$ cat src/rtl/line_clear_sequencer_pkg.sv
// Shared state encodings and default board dimensions for the line-clear sequencer.
package line_clear_sequencer_pkg;

  typedef enum logic [1:0] {
    S_IDLE = 2'd0,
    S_SCAN = 2'd1,
    S_DONE = 2'd2
  } lcs_state_t;

  localparam int LCS_BOARD_W = 10;
  localparam int LCS_BOARD_H = 20;

endpackage

$ cat src/rtl/line_clear_sequencer_row_remove.sv
// Combinational row deletion: rows above i_row drop by one, top row becomes empty.
module row_remove
  import line_clear_sequencer_pkg::*;
#(
  parameter int BOARD_W = LCS_BOARD_W,
  parameter int BOARD_H = LCS_BOARD_H
) (
  input  logic [BOARD_W*BOARD_H-1:0]   i_board,
  input  logic [$clog2(BOARD_H)-1:0]   i_row,
  output logic [BOARD_W*BOARD_H-1:0]   o_board
);

  localparam int ROW_W = $clog2(BOARD_H);

  for (genvar y = 0; y < BOARD_H; y++) begin : g_row
    if (y < BOARD_H - 1) begin : g_mid
      localparam logic [ROW_W-1:0] C_Y = ROW_W'(y);
      assign o_board[y*BOARD_W +: BOARD_W] = (i_row > C_Y) ? i_board[y*BOARD_W +: BOARD_W]
                                                           : i_board[(y+1)*BOARD_W +: BOARD_W];
    end else begin : g_top
      // Nothing can shift into the top row, and it is never below the removed row.
      assign o_board[y*BOARD_W +: BOARD_W] = '0;
    end
  end

endmodule

$ cat src/rtl/line_clear_sequencer.sv
// Scans a placed board bottom-up, removes full rows one per cycle, and scores the pass.
// Optional macro LINE_CLEAR_STREAK_EN enables the consecutive-clear streak bonus.
module line_clear_sequencer
  import line_clear_sequencer_pkg::*;
#(
  parameter int BOARD_W = LCS_BOARD_W,
  parameter int BOARD_H = LCS_BOARD_H
) (
  input  logic                       clk,
  input  logic                       rst,
  input  logic                       start,
  input  logic [BOARD_W*BOARD_H-1:0] board_in,
  input  logic                       streak_clr,
  output logic                       busy,
  output logic                       done,
  output logic [BOARD_W*BOARD_H-1:0] board_out,
  output logic [2:0]                 lines_cleared,
  output logic [4:0]                 score_add,
  output logic [1:0]                 streak
);

  localparam int                ROW_W    = $clog2(BOARD_H);
  localparam logic [ROW_W-1:0]  LAST_ROW = ROW_W'(BOARD_H - 1);

  lcs_state_t                 r_state;
  lcs_state_t                 w_state_nxt;
  logic [ROW_W-1:0]           r_row;
  logic [2:0]                 r_count;
  logic [BOARD_W*BOARD_H-1:0] r_board;
  logic [BOARD_W*BOARD_H-1:0] r_board_out;
  logic [2:0]                 r_lines;
  logic [4:0]                 r_score;
  logic [BOARD_W*BOARD_H-1:0] w_removed;
  logic                       w_row_full;
  logic [4:0]                 w_score;

  row_remove #(.BOARD_W(BOARD_W), .BOARD_H(BOARD_H)) u_row_remove (
    .i_board (r_board),
    .i_row   (r_row),
    .o_board (w_removed)
  );

  assign w_row_full = &r_board[int'(r_row)*BOARD_W +: BOARD_W];

  always_comb begin
    w_state_nxt = r_state;
    case (r_state)
      S_IDLE:  if (start) w_state_nxt = S_SCAN;
      S_SCAN:  if (!w_row_full && (r_row == LAST_ROW)) w_state_nxt = S_DONE;
      S_DONE:  w_state_nxt = S_IDLE;
      default: w_state_nxt = S_IDLE;
    endcase
  end

  always_ff @(posedge clk) begin
    if (rst) begin
      r_state     <= S_IDLE;
      r_row       <= '0;
      r_count     <= '0;
      r_board_out <= '0;
      r_lines     <= '0;
      r_score     <= '0;
    end else begin
      r_state <= w_state_nxt;
      case (r_state)
        S_IDLE: begin
          if (start) begin
            r_row   <= '0;
            r_count <= '0;
          end
        end
        S_SCAN: begin
          // A full row is removed in place, so the same index is re-examined next cycle.
          if (w_row_full) begin
            if (r_count != 3'd7) r_count <= r_count + 3'd1;
          end else if (r_row != LAST_ROW) begin
            r_row <= r_row + ROW_W'(1);
          end
        end
        S_DONE: begin
          r_board_out <= r_board;
          r_lines     <= r_count;
          r_score     <= w_score;
        end
        default: ;
      endcase
    end
  end

  always_ff @(posedge clk) begin
    if ((r_state == S_IDLE) && start) r_board <= board_in;
    else if ((r_state == S_SCAN) && w_row_full) r_board <= w_removed;
  end

`ifdef LINE_CLEAR_STREAK_EN
  logic [1:0] r_streak;

  always_ff @(posedge clk) begin
    if (rst || streak_clr) begin
      r_streak <= '0;
    end else if (r_state == S_DONE) begin
      if (r_count == 3'd0)      r_streak <= 2'd0;
      else if (r_streak != 2'd3) r_streak <= r_streak + 2'd1;
    end
  end

  assign w_score = {2'b00, r_count} + {3'b000, r_streak};
  assign streak  = r_streak;
`else
  logic w_unused_streak_clr;
  assign w_unused_streak_clr = streak_clr;
  assign w_score = {2'b00, r_count};
  assign streak  = 2'b00;
`endif

  assign busy          = (r_state == S_SCAN);
  assign done          = (r_state == S_DONE);
  assign board_out     = r_board_out;
  assign lines_cleared = r_lines;
  assign score_add     = r_score;

endmodule

$ cat config.mk
export PLATFORM = sky130hd
export DESIGN_NAME = line_clear_sequencer
export DESIGN_NICKNAME = d
export VERILOG_FILES = /design/src/rtl/line_clear_sequencer_pkg.sv /design/src/rtl/line_clear_sequencer_row_remove.sv /design/src/rtl/line_clear_sequencer.sv
export SDC_FILE = /design/constraint.sdc
export NUM_CORES = 1
export LEC_CHECK = 0
export ABC_AREA = 1
export BUFFER_PORTS_ARGS = -buffer_cell sky130_fd_sc_hd__buf_4
export CAP_MARGIN = 5
export CORE_MARGIN = 2
export CORE_UTILIZATION = 30
export DETAILED_ROUTE_END_ITERATION = 6
export GPL_TIMING_DRIVEN = 0
export HOLD_SLACK_MARGIN = 0.03
export PLACE_DENSITY_LB_ADDON = 0.08
export SLEW_MARGIN = 30
export SYNTH_ARGS = -nofsm -noshare
export SYNTH_HDL_FRONTEND = slang
export SYNTH_SLANG_ARGS = --single-unit
$ cat constraint.sdc
create_clock -name clk -period 2.8 [get_ports clk]
set_input_delay 0 -clock clk [delete_from_list [all_inputs] [get_ports clk]]
set_output_delay 0 -clock clk [all_outputs]
set_load 0.02 [all_outputs]
==> impl_metrics.env <==
export IMPL_layout_min_cycle_time_ns=2.82
export IMPL_fin_crit_sh_pct=101
export IMPL_p_leak_nw=11.8
export IMPL_skew_ns=0.0145
export IMPL_syn_cell_area_sq_mm=0.0179
export IMPL_core_area_sq_mm=0.0590
export IMPL_final_cell_mix="540 x nand2_1, 434 x buf_4, 322 x o21ai_0"
export IMPL_cp_cell_sequence="buf_6 > buf_4 > nor2_8 > buf_12 > nand3_2 > nand2_1 > o21ai_1 > nand3_1 > nand3_1 > nor2_4 > nand3_4 > buf_12 > o31ai_4 > buf_12"
export IMPL_ys_types=36
export IMPL_yosys_area_top_type_share_pct=33.5
export IMPL_setup_ws_ns=-0.0203
export IMPL_grt_ovfl_total=0
export IMPL_finalNetCount=3054
export IMPL_grt_pass1_vias=17700
export IMPL_setup_viol=15
export IMPL_ys_seq_elements=413
export IMPL_path_class="register to register"
export IMPL_drive_above_1_share_pct=21.9
export IMPL_tightest_slew_ns=1.08
export IMPL_crit_top_cell="buf_12"
export IMPL_layout_commonest_cell="nand2_1"
export IMPL_ios=416
export IMPL_antenna_found_initial=1
export IMPL_report_final_slew_viol_count=0
export IMPL_synth_area_per_cell_sq_um=8.35
export IMPL_syn_to_final_growth_pct=47.8
export IMPL_cts_tree="done"
export IMPL_hold_violations=0
export IMPL_via_per_inst=4.89
export IMPL_wl_met3_um=4100
export IMPL_hold_path_class="input pin to register"
export IMPL_worstPathMaxFanout=10
export IMPL_grt_max_degree=14
export IMPL_cp_slowest_cell="dfxtp_2"
export IMPL_drv_cap=0
export IMPL_numClockSinks=413
export IMPL_wl_met1_um=36300
export IMPL_met2_wirelength_um=39500
export IMPL_power_density_mw_per_mm2=642
export IMPL_fp_dieH_um=249
export IMPL_start_util_pct=30.4
export IMPL_relSlewSlack_pct=28.1
export IMPL_dp_slack_ns=-1.17
export IMPL_clockBufferDepth=3
export IMPL_top_layer="met4"
export IMPL_synth_area_leaders="edfxtp_1 33%, dfxtp_1 24%, nand2_1 11%"
export IMPL_wl_um=82000
export IMPL_outcome="complete, but fails checks"
export IMPL_ir_drop_mv=0.407
export IMPL_num_rows=89
export IMPL_routabilityCongestion=0.889
export IMPL_reg2reg_slack_ns=-0.02
export IMPL_dieArea_sq_mm=0.0618
export IMPL_worstSkewPairLatency_ns=0.59
export IMPL_totalPowerFinal_mw=17.0
export IMPL_wl_per_cell_um=22.4
export IMPL_cts_buffers=48
export IMPL_start_kind="register"
export IMPL_grt_usage_pct=25.4
export IMPL_yosys_area_top_type="edfxtp_1"
export IMPL_ys_warn_count=0
export IMPL_port_buffers=410
export IMPL_die_w_um=249
export IMPL_htreeDepth=2
export IMPL_drtIter0Drc=1380
export IMPL_ys_seq_area_share_pct=57.3
export IMPL_place_hpwl_um=60800
export IMPL_clk_pin_slew_ns=0.06
export IMPL_drt_pre_antenna_iters=7
export IMPL_max_freq_mhz=355
export IMPL_drtAntennaViolNets=0
export IMPL_required_ns=3.10
export IMPL_antennaDiodeCount=0
export IMPL_syn_inst=2149
export IMPL_cts_root_buf="clkbuf_16"
export IMPL_drc=0
export IMPL_violations="negative setup slack"
export IMPL_max_stage_delay_ns=0.32
export IMPL_crit_path_end_kind="register"
export IMPL_arrival_ns=3.12
export IMPL_grt_pass1_wl_um=117000
export IMPL_dr_total_vias=17900
==> report_power, final <==
group / switching [mW] / internal [mW]
logic: 2.22 / 1.34
registers: 0.362 / 7.01
clock network: 2.59 / 3.49
total: 5.17 / 11.8
==> what timing repair did <==
item,CTS,global route
setup endpoints to repair,202,179
hold buffers,201,0
buffers inserted,19,6
gates resized for setup,78,39
hold endpoints to repair,205,0
gates cloned,2,3
pin swaps,14,8
==> cell type report <==
type                    count  area [sq um]
fillers                  5962         32500
flip-flops and latches    413         10300
multi-input cells        1445          6750
repair buffers            642          5590
clock buffers              75          1420
well taps                 773           967
plain buffers             156           907
inverters                 138           531
clock inverters            13          73.8
==> routing by layer <==
layer	up-vias	track usage, %
li1	8494	-
met1	8664	34.0
met2	604	43.1
met3	117	3.03
met4	0	7.37
met5	-	0
==> flip-flops by register name, indices dropped and copies added (netlist names) <==
signal     count
board_out    200
r_board      200
r_row          5
r_count        3
score_add      3
r_state        2
==> worst paths after layout <==
kind / startpoint / to / depth (start not counted)
max: r_row[1]$_SDFFE_PP0P_ / r_board[13]$_DFFE_PP_ / 14
min: board_in[154] / r_board[154]$_DFFE_PP_ / 4
max reg2reg: r_row[1]$_SDFFE_PP0P_ / r_board[13]$_DFFE_PP_ / 14
min reg2reg: board_out[185]$_SDFFE_PP0P_ / board_out[185]$_SDFFE_PP0P_ / 2
==> kinds of logic (layout without fill, tap and decap cells) <==
group	after synthesis	count (layout)	share of synthesized area [%]
simple gates	913	913	20.3
compound gates	522	522	15.1
flops	413	413	57.3
buf+inv	294	1024	6.94
fa+ha+maj	6	6	0.419
other cells	1	4	0.0209
==> synthesized netlist by cell type <==
| cell | number |
|---|---|
| a21oi_1 | 118 |
| a221oi_1 | 1 |
| a31oi_1 | 8 |
| buf_1 | 9 |
| buf_2 | 19 |
| buf_4 | 18 |
| buf_6 | 6 |
| clkbuf_1 | 104 |
| clkinv_1 | 2 |
| conb_1 | 1 |
| dfxtp_1 | 213 |
| edfxtp_1 | 200 |
| ha_1 | 6 |
| inv_1 | 129 |
| inv_2 | 5 |
| inv_4 | 2 |
| nand2_1 | 543 |
| nand2_2 | 4 |
| nand3_1 | 72 |
| nand4_1 | 10 |
| nor2_1 | 266 |
| nor2_2 | 1 |
| nor2_4 | 2 |
| nor2_8 | 2 |
| nor3_1 | 2 |
| nor3_2 | 1 |
| o211ai_1 | 22 |
| o21a_1 | 1 |
| o21ai_0 | 333 |
| o21ai_1 | 29 |
| o21ai_2 | 1 |
| o21bai_1 | 1 |
| o22ai_1 | 7 |
| o31ai_2 | 1 |
| or2_0 | 1 |
| or2_2 | 9 |
==> per-stage QoR <==
stage               hold slack (ns)  TNS [ns]  cell area (sq um)  util [%]  cells
floorplan                    0.0691     -2.09              17900         -   2152
global placement              0.248   -205.64              22000      37.3   3335
detailed placement            0.244   -148.84              22100      37.4   3336
CTS                           0.110         0              26200      44.4   3646
global route                  0.231    -0.129              26500      44.9   3655
finish                        0.225    -0.205              26500      44.9   3655
==> critical path, delay by kind of cell, from the launching register on <==
kind,cells,cell delay [ns]
flops,1,0.32
compound gates,2,0.45
simple gates,7,0.93
buf+inv,5,0.82
Power figures use the tool's default switching activity.
